`src/rtl/freq_divider_prog.sv`:
```
`default_nettype none
// ============================================================================
// Module   : freq_divider_prog
// Brief    : Programmable integer clock divider (ratio 2..2^N-1, 0 = stop)
//            with glitch-free boundary-aligned ratio updates and req/ack.
// Revision : 1.0
// ============================================================================
module freq_divider_prog #(
    parameter int NUM_DIVISOR_BITS = 6
) (
    input  logic                        in,
    input  logic                        reset,
    input  logic [NUM_DIVISOR_BITS-1:0] divisor,
    input  logic                        update_req,
    output logic                        update_ack,
    input  logic                        enable,
    output logic                        out,
    output logic                        period_pulse,
    output logic                        running
);

    localparam logic [NUM_DIVISOR_BITS-1:0] ZERO = '0;
    localparam logic [NUM_DIVISOR_BITS-1:0] ONE  = NUM_DIVISOR_BITS'(1);
    localparam logic [NUM_DIVISOR_BITS-1:0] TWO  = NUM_DIVISOR_BITS'(2);

    logic [NUM_DIVISOR_BITS-1:0] cnt;
    logic [NUM_DIVISOR_BITS-1:0] d_act;
    logic [NUM_DIVISOR_BITS-1:0] d_pend;
    logic                        pend_valid;

    logic [NUM_DIVISOR_BITS-1:0] req_norm;
    logic [NUM_DIVISOR_BITS-1:0] half;
    logic [NUM_DIVISOR_BITS-1:0] cnt_next;
    logic [NUM_DIVISOR_BITS-1:0] new_d;
    logic                        boundary;
    logic                        apply_now;
    logic                        do_apply;

    always_comb begin
        req_norm  = (divisor == ONE) ? TWO : divisor;
        // ceil(d_act/2) without the carry out of d_act+1 at the top ratio
        half      = (d_act >> 1) + {{(NUM_DIVISOR_BITS-1){1'b0}}, d_act[0]};
        boundary  = (d_act != ZERO) && enable && (cnt == d_act - ONE);
        cnt_next  = boundary ? ZERO : cnt + ONE;
        apply_now = (d_act == ZERO) || boundary;
        new_d     = update_req ? req_norm : d_pend;
        do_apply  = apply_now && (update_req || pend_valid);
    end

    always_ff @(posedge in or negedge reset) begin
        if (!reset) begin
            cnt          <= ZERO;
            out          <= 1'b0;
            period_pulse <= 1'b0;
            update_ack   <= 1'b0;
            d_act        <= ZERO;
            d_pend       <= ZERO;
            pend_valid   <= 1'b0;
            running      <= 1'b0;
        end else begin
            update_ack <= 1'b0;
            if (do_apply) begin
                // a request arriving on an apply edge takes effect immediately
                d_act        <= new_d;
                cnt          <= ZERO;
                out          <= (new_d != ZERO);
                period_pulse <= (new_d != ZERO);
                running      <= (new_d != ZERO);
                update_ack   <= 1'b1;
                pend_valid   <= 1'b0;
            end else begin
                if (update_req) begin
                    d_pend     <= req_norm;
                    pend_valid <= 1'b1;
                end
                if ((d_act != ZERO) && enable) begin
                    cnt          <= cnt_next;
                    out          <= (cnt_next < half);
                    period_pulse <= (cnt_next == ZERO);
                end else begin
                    period_pulse <= 1'b0;
                end
            end
        end
    end

endmodule
`default_nettype wire

```
`config.mk`:
```
export PLATFORM = sky130hd
export DESIGN_NAME = freq_divider_prog
export DESIGN_NICKNAME = d
export VERILOG_FILES = /design/src/rtl/freq_divider_prog.sv
export SDC_FILE = /design/constraint.sdc
export NUM_CORES = 1
export LEC_CHECK = 0
export CORE_AREA = 5 5 69 71
export DETAILED_ROUTE_END_ITERATION = 10
export DIE_AREA = 0 0 74 76
export PLACE_DENSITY = 0.59
export SLEW_MARGIN = 20
export SYNTH_ARGS = -nofsm -noshare
export SYNTH_HDL_FRONTEND = slang
export SYNTH_SLANG_ARGS = --single-unit
```
`constraint.sdc`:
```
create_clock -name in -period 9.65 [get_ports in]
set_input_delay 1.93 -clock in [delete_from_list [all_inputs] [get_ports in]]
set_output_delay 1.93 -clock in [all_outputs]
set_load 0.005 [all_outputs]
```
Word level (Yosys, flattened, before mapping)
Index checks and enable logic that the tools add are counted.
{"block": "word_totals", "output_inout_bits": 4, "inputBits": 10, "register_bits": 23, "mem_count": 0, "ramBits": 0, "latch_bits": 0, "mem_bits_ro": 0, "wordCells": 37}
{"block": "classes", "n_mux": 12, "shift": 0, "n_bitwise": 0, "multipliers": 0, "n_reduce_logical": 11, "n_addsub": 3, "div_mod_pow": 0, "n_eq_ne": 2, "n_lt_le_gt_ge": 1}
{"operator": "$mux W6", "n": 5}
{"operator": "$logic_not A6 Y1", "n": 2}
{"operator": "$reduce_bool A6 Y1", "n": 2}
{"operator": "$mux W1", "n": 7}
{"operator": "$add A5 B1 Y6", "n": 1}
{"operator": "$add A6 B1 Y6 const B", "n": 1}
{"operator": "$eq A6 B1 Y1 const B", "n": 1}
{"operator": "$eq A6 B6 Y1", "n": 1}
{"operator": "$lt A6 B6 Y1", "n": 1}
{"operator": "$sub A6 B1 Y6 const B", "n": 1}
{"operator": "$reduce_bool A2 Y1", "n": 2}
{"operator": "$logic_and A1 B1 Y1", "n": 3}
{"operator": "$logic_or A1 B1 Y1", "n": 2}

Depth between registers and ports, before layout
Gate-level depths: netlist of run 1.
{"block": "depth", "depth_word": 7, "depth_mapped": 15, "ltp_nobuf": 14}

Least setup slack after synthesis of run 1
No wires, ideal clock.
{"block": "synth_timing", "path_type": "register -> register", "startpoint": "reg d_act[4]", "endpoint": "reg out", "n_path_buf": 1, "t_required_ns": 9.524, "t_arrival_ns": 3.604, "stages_incl_launch_ff": 13, "period_less_slack_ns": 3.730, "path_slack_ns": 5.920, "setup_time_ns": 0.126, "cell_sequence": "dfrtp_1 or3_4 or4_4 a2111oi_4 and2_1 clkbuf_2 and3_1 nor2_1 ha_1 nand4_1 or3b_2 o221a_2 a221o_1"}
{"block": "synth_via", "elab_chain_cells": 7, "elab_cells_between_ends": 14, "classes_between": "add/sub (2); order compare (1); eq/ne (1); mux (3); reduce/logical (7)"}
{"item": "start: declaration", "line": "27", "text": "logic [NUM_DIVISOR_BITS-1:0] d_act;"}
{"item": "start signal: assignment", "line": "64", "text": "d_act <= new_d;"}
{"item": "$sub A6 B1 Y6 / $reduce_bool A6 Y1 (equally long branches)", "line": "43, 76"}
{"item": "$eq A6 B6 Y1 / $logic_and A1 B1 Y1 (equally long branches)", "line": "43, 76"}
{"item": "$logic_and A1 B1 Y1", "line": "43", "text": "boundary = (d_act != ZERO) && enable && (cnt == d_act - ONE);"}
{"item": "$mux W6", "line": "44", "text": "cnt_next = boundary ? ZERO : cnt + ONE;"}
{"item": "$lt A6 B6 Y1", "line": "78", "text": "out <= (cnt_next < half);"}
{"item": "$mux W1", "line": "76", "text": "if ((d_act != ZERO) && enable) begin"}
{"item": "$mux W1", "line": "62", "text": "if (do_apply) begin"}
{"item": "end signal: assignment", "line": "66", "text": "out <= (new_d != ZERO);"}
{"item": "end signal: assignment", "line": "78"}
{"item": "end: declaration", "line": "17", "text": "output logic out,"}
Several ways; a longest one is shown, not always the timed one. The select of a mux whose other input is x is not followed.
A chain may end at the register's enable or synchronous reset.

Final worst setup path of run 1
{"block": "layout_timing", "startpoint": "in enable", "endpoint": "reg out"}
{"block": "layout_via", "elab_chain_cells": 6, "elab_cells_between_ends": 9, "classes_between": "order compare (1); mux (3); reduce/logical (5)"}
{"item": "start: declaration", "line": "16", "text": "input logic enable,"}
{"item": "$logic_and A1 B1 Y1 (*)", "line": "43, 76"}
{"item": "$logic_and A1 B1 Y1", "line": "43"}
{"item": "$mux W6", "line": "44"}
{"item": "$lt A6 B6 Y1", "line": "78"}
{"item": "$mux W1", "line": "76"}
{"item": "$mux W1", "line": "62"}
Every way passes the cells marked *; elsewhere a longest branch is shown, timed or not. The select of a mux whose other input is x is not followed.

==> reports/metrics.csv, run 1 <==
stage,metric,value,unit
status,status,"complete, no violations",
critical_path,flop2flop setup slack,5.57,ns
sta,"Min Clock Period, post-route",4.18,ns
clock_network,TritonCTS clock tree,built,
global_route,largest net degree at the start of global routing,24,
synth,#FFs+latches synth,23,
layout,n_diodes,0,
clock_network,post-CTS setup buffer count,0,
synth,Synthesized Nets,185,
synth,Unique masters post-synth,46,
sta,Final WS setup,5.47,ns
critical_path,Worst Setup End Kind,flip-flop,
critical_path,Critical Path Fanout Max,8,
floorplanning,Die Wd,74,um
synth,post-synth top area share,34.7,%
global_route,global route overflow,0,
global_route,antenna violations before repair,0,
synth,sequential area share after synthesis,34.7,%
worst_hold_path,critical hold path startpoint,running,
pwr,maximum vdd ir drop,0.158,mV
drt,DRT Wirelength,3.75,mm
drt,DR iter-0 viols,44,
global_route,first-pass GRT wire length,6.51,mm
synth,"top cells by area, synth","dfrtp_1 (35%), ha_1 (7.6%), mux2_2 (6.8%), xnor2_1 (5.8%), mux2_4 (3.6%)",
global_route,vias in the first global route,1335,
placed_design,RD Place Congestion,0.859,
sta,Min Hold Slack,0.519,ns
critical_path,WP data required,9.82,ns
synth,post-synthesis mux area share,11.6,%
layout,"most common cell after layout, fill and taps aside",dfrtp_1,
synth,Synth Area in Adders,7.55,%
synth,"Primary FF master, synth",dfrtp_1,
clock_network,htree depth,1,
floorplanning,core area,4170,um2
critical_path,"CP delay by family, top",simple AND/OR/NAND/NOR gates,
critical_path,CP max stage cell,clkdlybuf4s50_1,
critical_path,worst r2r dst,out,
critical_path,max incr delay on CP,0.65,ns
clock_network,post_cts resized,0,
layout,most frequent cells in the layout,"dfrtp_1 (23), clkdlybuf4s50_1 (12), xnor2_1 (11)",
sta,final setup vio count,0,
sta,Relative slew margins,56.8,%
synth,XOR/XNOR Fraction of Synth Area,7.40,%
critical_path,crit path kind,in2reg,
placed_design,dpl ws,5.20,ns
sta,Least-Margin Pin Slew,0.643,ns
drt,Antenna Nets Post-Route,0,
placed_design,placed wire-length estimate,2.73,mm
floorplanning,I/O pins,14,
drt,Vias per Instance,5.64,
placed_design,port bufs,13,
critical_path,buffers and inverters on the worst path,1,
sta,Fmax,239,MHz
synth,Synthesis Warnings,0,
drt,routed len/inst,16.6,um
layout,P&R area growth vs syn,11.6,%
worst_hold_path,Hold EP,running,
synth,Mapped Cells,165,
drt,1st-pass router iterations,4,
floorplanning,Die Y,76,um
synth,"EDFF count, synth",0,
pwr,Pwr per Cell Area,291,nW/um2
critical_path,crit-path cells,"clkdlybuf4s50_1, and3_1, nor2_1, ha_1, nand4_1, or3b_2, o221a_2, a221o_1",
worst_hold_path,WHS Path Cells,1,
drt,total number of vias,1274,
layout,Final Net Count,195,
placed_design,dpl cell area,1810,um2
pwr,Power Total,539,uW
sta,Slew Limit Fails,0,
synth,"area leader, netlist",dfrtp_1,
clock_network,clk slew on worst S/H paths,0.09,ns
sta,final worst path period share,43.4,%
clock_network,Clock Sinks,23,
critical_path,CP Launch Type,input port,
synth,ys async rst share,100,%
sta,unrepaired setup endpoints after global routing,no,
floorplanning,row count,24,
synth,Netlist Area Pre-Place,1660,um2
critical_path,worst endpoint data arrival time,4.35,ns
synth,complex-gate fraction of the synthesized area,15.7,%
clock_network,CTS Buf Count,3,
synth,largest family of logic cells by synthesized area,simple AND/OR/NAND/NOR gates,
sta,Fin. Hold Viols,0,
clock_network,Bufs on Longest Clock Path,2,
critical_path,R2R depth,11,
synth,Post-Synth Simple-Gate Area,18.6,%
job,Max Cap Viol,0,
sta,clock skew,0.00398,ns
clock_network,clk root buf,clkbuf_8,
synth,Post-Syn Area per Cell,10.0,um2
pwr,Leak,0.757,nW
drt,DRC errors left,0,
global_route,GR Util All Layers,14.6,%
worst_hold_path,hold crit path type,reg2reg,
floorplanning,Starting Density,39.7,%
sta,TNS Setup,0,ns
layout,Final Cell Area,1850,um2
clock_network,worst-skew pair later-pin latency,0.28,ns
layout,layout cell share with drive strength beyond 1,18.4,%
floorplanning,die area,5620,um2
critical_path,R2R Path Start,d_act[2],
clock_network,Post-CTS Hold Buffers,0,
sequential cells by signal (all words and copies together), names as in the netlist:
name / flops
cnt: 6
d_act: 6
d_pend: 6
out: 1
pend_valid: 1
period_pulse: 1
running: 1
update_ack: 1
logic make-up after synthesis:
kind of cell	Yosys count
AND/OR/NAND/NOR	54
flip-flops	23
adder cells (fa/ha/maj)	10
multiplexers	16
AO/OA/AOI/OAI	33
XOR/XNOR	14
buffers and inverters	15
stage by stage:
| step | util (%) | std cells |
|---|---|---|
| floorplan | - | 165 |
| global placement | 43.3 | 222 |
| detailed placement | 43.3 | 222 |
| CTS | 44.4 | 226 |
| global route | 44.3 | 226 |
| finish | 44.3 | 226 |
Yosys cell counts, types with 2 or more instances:
library cell	count
a21o_1	2
a21oi_1	5
a31o_2	3
a31oi_1	3
and3_1	4
buf_6	2
clkbuf_1	5
dfrtp_1	23
ha_1	10
inv_1	7
mux2_2	10
mux2_4	4
mux2i_1	2
nand2_1	9
nand3_1	7
nand4_1	2
nor2_1	10
nor2b_1	3
nor3_1	3
nor4_1	2
o21ai_0	9
o41ai_1	3
or3b_2	2
xnor2_1	11
xor2_1	3
worst max-delay path by stage:
stage              from   to  slack (ns)  cells past startpoint
2_1_floorplan  d_act[4]  out        5.92                     12
3_3_place_gp     enable  out        5.24                      8
3_5_place_dp     enable  out        5.20                      8
4_1_cts          enable  out        5.48                      8
5_1_grt          enable  out        5.33                      8
6_report         enable  out        5.47                      8
layout make-up:
class,instances,area (um2)
clock buffers,3,41.3
clock inverters,1,7.51
fillers,390,2320
inverters,7,26.3
multi-input cells,127,1010
flip-flops and latches,23,576
well taps,52,65.1
repair buffers,13,125
metal layers:
layer	routed length [um]	track usage, %	vias to the layer above
met5	0	0	-
met4	53	5.25	0
met3	158	1.98	5
met2	1840	22.6	37
met1	1700	20.4	614
li1	-	-	618
power by group:
| part | total, mW | switching (mW) | internal (mW) |
|---|---|---|---|
| clock | 0.0659 | 0.0366 | 0.0293 |
| combinational | 0.284 | 0.135 | 0.149 |
| sequential | 0.189 | 0.0587 | 0.130 |
| total | 0.539 | 0.230 | 0.309 |
Note: power is estimated with default switching activity, not from simulation.
==> inputs of run 2 (changes only) <==
--- a/config.mk
+++ b/config.mk
@@ -8,7 +8,7 @@
 export CORE_AREA = 5 5 69 71
 export DETAILED_ROUTE_END_ITERATION = 10
 export DIE_AREA = 0 0 74 76
-export PLACE_DENSITY = 0.59
+export PLACE_DENSITY = 0.61
 export SLEW_MARGIN = 20
 export SYNTH_ARGS = -nofsm -noshare
 export SYNTH_HDL_FRONTEND = slang
==> constraint.sdc (replaced) <==
create_clock -name in -period 3.5 [get_ports in]
set_input_delay 0.7 -clock in [delete_from_list [all_inputs] [get_ports in]]
set_output_delay 0.7 -clock in [all_outputs]
set_load 0.005 [all_outputs]
==> reports/metrics.csv, run 2 (synthesis gave the netlist of run 1 again) <==
stage,metric,value,unit,change
drt,1st-pass router iterations,4,,unchanged
sta,Relative slew margins,55.9,%,was 56.8%
pwr,Internal,973,uW,was 309 uW
global_route,first-pass GRT wire length,6.37,mm,was 6.51 mm
pwr,Pwr per Cell Area,818,nW/um2,was 291 nW/um2
drt,routed len/inst,15.6,um,was 16.6 um
drt,DRT Wirelength,3.75,mm,about the same
global_route,antenna violations before repair,0,,unchanged
sta,Least-Margin Pin Slew,0.656,ns,was 0.643 ns
pwr,part of the power in registers,27.4,%,was 35.0%
floorplanning,row count,24,,unchanged
clock_network,worst-skew pair later-pin latency,0.27,ns,was 0.28 ns
critical_path,worst endpoint data arrival time,3.69,ns,was 4.35 ns
drt,DRC errors left,0,,unchanged
global_route,GR Util All Layers,14.3,%,was 14.6%
pwr,Sw Pwr,664,uW,was 230 uW
placed_design,dpl ws,0.00603,ns,was 5.20 ns
critical_path,WP data required,3.72,ns,was 9.82 ns
clock_network,htree depth,1,,unchanged
pwr,Leak,0.831,nW,was 0.757 nW
layout,Final Cell Area,2000,um2,was 1850 um2
layout,most frequent cells in the layout,"dfrtp_1 (23), buf_4 (14), clkdlybuf4s50_1 (13)",,"was dfrtp_1 (23), clkdlybuf4s50_1 (12), xnor2_1 (11)"
floorplanning,Starting Density,39.7,%,unchanged
layout,Final Net Count,209,,was 195
global_route,largest net degree at the start of global routing,24,,unchanged
drt,Vias per Instance,5.53,,was 5.64
floorplanning,I/O pins,14,,unchanged
sta,clock skew,0.00271,ns,was 0.00398 ns
drt,DR iter-0 viols,124,,was 44
sta,final setup vio count,0,,unchanged
sta,final worst path period share,99.2,%,
sta,Min Hold Slack,0.518,ns,was 0.519 ns
layout,n_diodes,0,,unchanged
floorplanning,Die Wd,74,um,unchanged
sta,Final WS setup,0.0293,ns,was 5.47 ns
placed_design,port bufs,13,,unchanged
sta,TNS Setup,0,ns,unchanged
pwr,clock share of power,10.9,%,was 12.2%
sta,Fmax,288,MHz,
critical_path,Worst Setup End Kind,flip-flop,,unchanged
layout,layout cell share with drive strength beyond 1,26.6,%,was 18.4%
placed_design,RD Place Congestion,0.818,,was 0.859
layout,Util after Layout,48.0,%,was 44.3%
critical_path,crit path kind,reg2reg,,was in2reg
clock_network,clk slew on worst S/H paths,0.09,ns,about the same
clock_network,Clock Sinks,23,,unchanged
worst_hold_path,hold crit path type,reg2reg,,unchanged
clock_network,TritonCTS clock tree,built,,unchanged
layout,P&R area growth vs syn,20.8,%,was 11.6%
drt,Antenna Nets Post-Route,0,,unchanged
status,status,"complete, no violations",,unchanged
global_route,global route overflow,0,,unchanged
sta,Slew Limit Fails,0,,unchanged
sta,unrepaired setup endpoints after global routing,yes,,was no
floorplanning,core area,4170,um2,unchanged
pwr,maximum vdd ir drop,0.421,mV,was 0.158 mV
clock_network,Bufs on Longest Clock Path,2,,unchanged
drt,total number of vias,1326,,was 1274
layout,"most common cell after layout, fill and taps aside",dfrtp_1,,unchanged
floorplanning,die area,5620,um2,unchanged
critical_path,flop2flop setup slack,0.03,ns,was 5.57 ns
clock_network,CTS Buf Count,3,,unchanged
placed_design,dpl cell area,1910,um2,was 1810 um2
critical_path,CP Launch Type,flip-flop,,was input port
floorplanning,Die Y,76,um,unchanged
critical_path,Critical Path Fanout Max,5,,was 8
pwr,sw frac,40.6,%,was 42.7%
layout,biggest regs,"cnt (6), d_act (6), d_pend (6)",,unchanged
sta,"Min Clock Period, post-route",3.47,ns,
placed_design,placed wire-length estimate,2.79,mm,was 2.73 mm
pwr,Logic pwr share,61.7,%,was 52.7%
clock_network,clk root buf,clkbuf_8,,unchanged
global_route,vias in the first global route,1338,,was 1335
job,Max Cap Viol,0,,unchanged
sta,Fin. Hold Viols,0,,unchanged
==> run 2: routing by layer <==
metal	global-route usage, %	part of all wire (%)
met5	0	0
met4	4.35	0.75
met3	1.58	2.5
met2	23.3	51
met1	19.6	45
==> run 2: area by class of cell <==
cell class	instances	area, um2
well taps	52	65.1
multi-input cells	127	1050
clock buffers	3	41.3
inverters	7	26.3
flip-flops and latches	23	576
fillers	376	2170
repair buffers	27	235
clock inverters	1	7.51
==> run 2: timing repair <==
| action | 4_1_cts | 5_1_grt |
|---|---|---|
| resized for setup | 3 | 5 |
| setup endpoints to repair | 1 | 1 |
| buffers inserted | 1 | 0 |
| pin swaps | 2 | 1 |
| hold buffers | 0 | 0 |
==> run 2: power groups by stage <==
stage	clock network, mW	logic, mW	registers [mW]
after floorplan	0	0.683	0.444
after global placement	0	0.922	0.447
after detailed placement	0	0.938	0.451
after CTS	0.185	0.969	0.446
after global routing	0.192	1.10	0.464
final	0.179	1.01	0.448
==> run 2: worst max-delay path, cell delays in order, from the launching register on <==
cell	delay, ns
dfrtp_1	0.40
or3_4	0.41
or4_4	0.44
a2111oi_4	0.33
and2_4	0.20
and3_4	0.21
nor2_2	0.04
ha_1	0.30
a21o_1	0.18
a21o_1	0.21
a2111oi_4	0.38
o221a_4	0.23
a221o_1	0.10
==> run 2: through the flow <==
step	power (mW)	instances
6_report	1.64	240
4_1_cts	1.60	240
2_1_floorplan	1.13	165
5_1_grt	1.76	240
3_3_place_gp	1.37	235
3_5_place_dp	1.39	235
==> run 2: final timing paths <==
path | startpoint | to | depth (start not counted)
worst max-delay path | d_act[4] | out | 12
worst min-delay path | running | running | 1
worst max register to register | d_act[4] | out | 12
worst min register to register | running | running | 1
max in group asynchronous | reset | d_pend[0] | 2
min in group asynchronous | reset | cnt[3] | 2
==> inputs of run 3 (changes only) <==
--- a/config.mk
+++ b/config.mk
@@ -8,7 +8,7 @@
 export CORE_AREA = 5 5 69 71
 export DETAILED_ROUTE_END_ITERATION = 10
 export DIE_AREA = 0 0 74 76
-export PLACE_DENSITY = 0.61
+export PLACE_DENSITY = 0.59
 export SLEW_MARGIN = 20
 export SYNTH_ARGS = -nofsm -noshare
 export SYNTH_HDL_FRONTEND = slang
==> constraint.sdc (replaced) <==
create_clock -name in -period 4 [get_ports in]
set_input_delay 0.8 -clock in [delete_from_list [all_inputs] [get_ports in]]
set_output_delay 0.8 -clock in [all_outputs]
set_load 0.005 [all_outputs]
==> reports/metrics.csv, run 3 (synthesis gave the netlist of run 1 again) <==
stage,metric,value,unit,change
status,status,"complete, no violations",,unchanged
drt,1st-pass router iterations,4,,unchanged
drt,routed len/inst,15.7,um,was 15.6 um
critical_path,Critical Path Fanout Max,10,,was 5
drt,total number of vias,1280,,was 1326
clock_network,Post-CTS Hold Buffers,0,,unchanged
drt,DR iter-0 viols,60,,was 124
sta,Fmax,265,MHz,was 288 MHz
clock_network,CTS Buf Count,3,,unchanged
floorplanning,Die Wd,74,um,unchanged
sta,Slew Limit Fails,0,,unchanged
sta,Least-Margin Pin Slew,0.653,ns,was 0.656 ns
clock_network,TritonCTS clock tree,built,,unchanged
layout,n_diodes,0,,unchanged
critical_path,CP Launch Type,flip-flop,,unchanged
clock_network,Bufs on Longest Clock Path,2,,unchanged
clock_network,Clock Sinks,23,,unchanged
sta,unrepaired setup endpoints after global routing,no,,was yes
sta,Final WS setup,0.229,ns,was 0.0293 ns
placed_design,placed wire-length estimate,2.73,mm,was 2.79 mm
global_route,vias in the first global route,1277,,was 1338
floorplanning,row count,24,,unchanged
floorplanning,Die Y,76,um,unchanged
clock_network,htree depth,1,,unchanged
critical_path,Worst Setup End Kind,flip-flop,,unchanged
clock_network,post-CTS setup buffer count,0,,was 1
layout,P&R area growth vs syn,13.9,%,was 20.8%
sta,Fin. Hold Viols,0,,unchanged
sta,Relative slew margins,56.1,%,was 55.9%
pwr,Pwr per Cell Area,696,nW/um2,was 818 nW/um2
pwr,Leak,0.783,nW,was 0.831 nW
global_route,largest net degree at the start of global routing,24,,unchanged
floorplanning,I/O pins,14,,unchanged
pwr,maximum vdd ir drop,0.421,mV,about the same
layout,most frequent cells in the layout,"dfrtp_1 (23), clkdlybuf4s50_1 (12), xnor2_1 (11)",,"was dfrtp_1 (23), buf_4 (14), clkdlybuf4s50_1 (13)"
layout,Final Net Count,200,,was 209
layout,"most common cell after layout, fill and taps aside",dfrtp_1,,unchanged
placed_design,port bufs,13,,unchanged
global_route,GR Util All Layers,13.9,%,was 14.3%
job,Max Cap Viol,0,,unchanged
global_route,first-pass GRT wire length,6.19,mm,was 6.37 mm
layout,biggest regs,"cnt (6), d_act (6), d_pend (6)",,unchanged
global_route,antenna violations before repair,0,,unchanged
global_route,global route overflow,0,,unchanged
sta,final setup vio count,0,,unchanged
clock_network,worst-skew pair later-pin latency,0.26,ns,was 0.27 ns
worst_hold_path,hold crit path type,in2async,,was reg2reg
clock_network,clk root buf,clkbuf_8,,unchanged
drt,DRT Wirelength,3.62,mm,was 3.75 mm
drt,DRC errors left,0,,unchanged
layout,layout cell share with drive strength beyond 1,20.7,%,was 26.6%
sta,clock skew,0.00174,ns,was 0.00271 ns
drt,Vias per Instance,5.54,,was 5.53
floorplanning,core area,4170,um2,unchanged
sta,final worst path period share,94.3,%,was 99.2%
critical_path,crit path kind,reg2reg,,unchanged
placed_design,RD Place Congestion,0.846,,was 0.818
sta,"Min Clock Period, post-route",3.77,ns,was 3.47 ns
floorplanning,die area,5620,um2,unchanged
clock_network,clk slew on worst S/H paths,0.09,ns,about the same
layout,Util after Layout,45.2,%,was 48.0%
drt,Antenna Nets Post-Route,0,,unchanged
floorplanning,Starting Density,39.7,%,unchanged
critical_path,WP data required,4.16,ns,was 3.72 ns
placed_design,dpl ws,0.271,ns,was 0.00603 ns
clock_network,post_cts resized,0,,was 3
sta,TNS Setup,0,ns,unchanged
sta,Min Hold Slack,0.496,ns,was 0.518 ns
critical_path,worst endpoint data arrival time,3.93,ns,was 3.69 ns
run 3: power by group:
part	switching [mW]	internal, mW
clock	0.0802	0.0704
combinational	0.363	0.386
sequential	0.0990	0.315
run 3: worst max-delay path, stage by stage (launching register included):
cell,delay [ns]
dfrtp_1,0.48
or3_4,0.42
or4_4,0.44
a2111oi_4,0.43
and2_1,0.20
and3_1,0.24
nor2_1,0.07
ha_1,0.29
nand4_1,0.11
or3b_2,0.47
o221a_2,0.25
a221o_1,0.25
run 3: metal layers:
| layer | vias up | routed length, um | global-route usage (%) | part of all wire, % |
|---|---|---|---|---|
| li1 | 636 | - | - | - |
| met1 | 618 | 1670 | 18.8 | 46 |
| met2 | 22 | 1820 | 22.3 | 50 |
| met3 | 4 | 82 | 2.51 | 2.3 |
| met4 | 0 | 40 | 3.80 | 1.1 |
| met5 | - | 0 | 0 | 0 |
run 3: final cells by class:
cell class	instances	area [um2]
Timing Repair Buffer	18	163
Fill cell	401	2290
Tap cell	52	65.1
Multi-Input combinational cell	127	1010
Clock buffer	3	41.3
Sequential cell	23	576
Clock inverter	1	7.51
Inverter	7	26.3
run 3: stage by stage:
step / cell area (um2) / total power, mW / instances
global placement: 1840 / 1.14 / 227
finish: 1890 / 1.31 / 231
CTS: 1890 / 1.32 / 231
detailed placement: 1840 / 1.16 / 227
floorplan: 1660 / 0.979 / 165
global route: 1890 / 1.42 / 231
run 3: worst paths after layout:
check | from | slack, ns | to | depth (start not counted)
setup / recovery | d_act[2] | 0.23 | out | 11
hold / removal | reset | 0.50 | cnt[2] | 1
max in group asynchronous | reset | 3.15 | cnt[3] | 1
min in group in | running | 0.52 | running | 1
setup reg to reg | d_act[2] | 0.23 | out | 11
hold reg to reg | running | 0.52 | running | 1
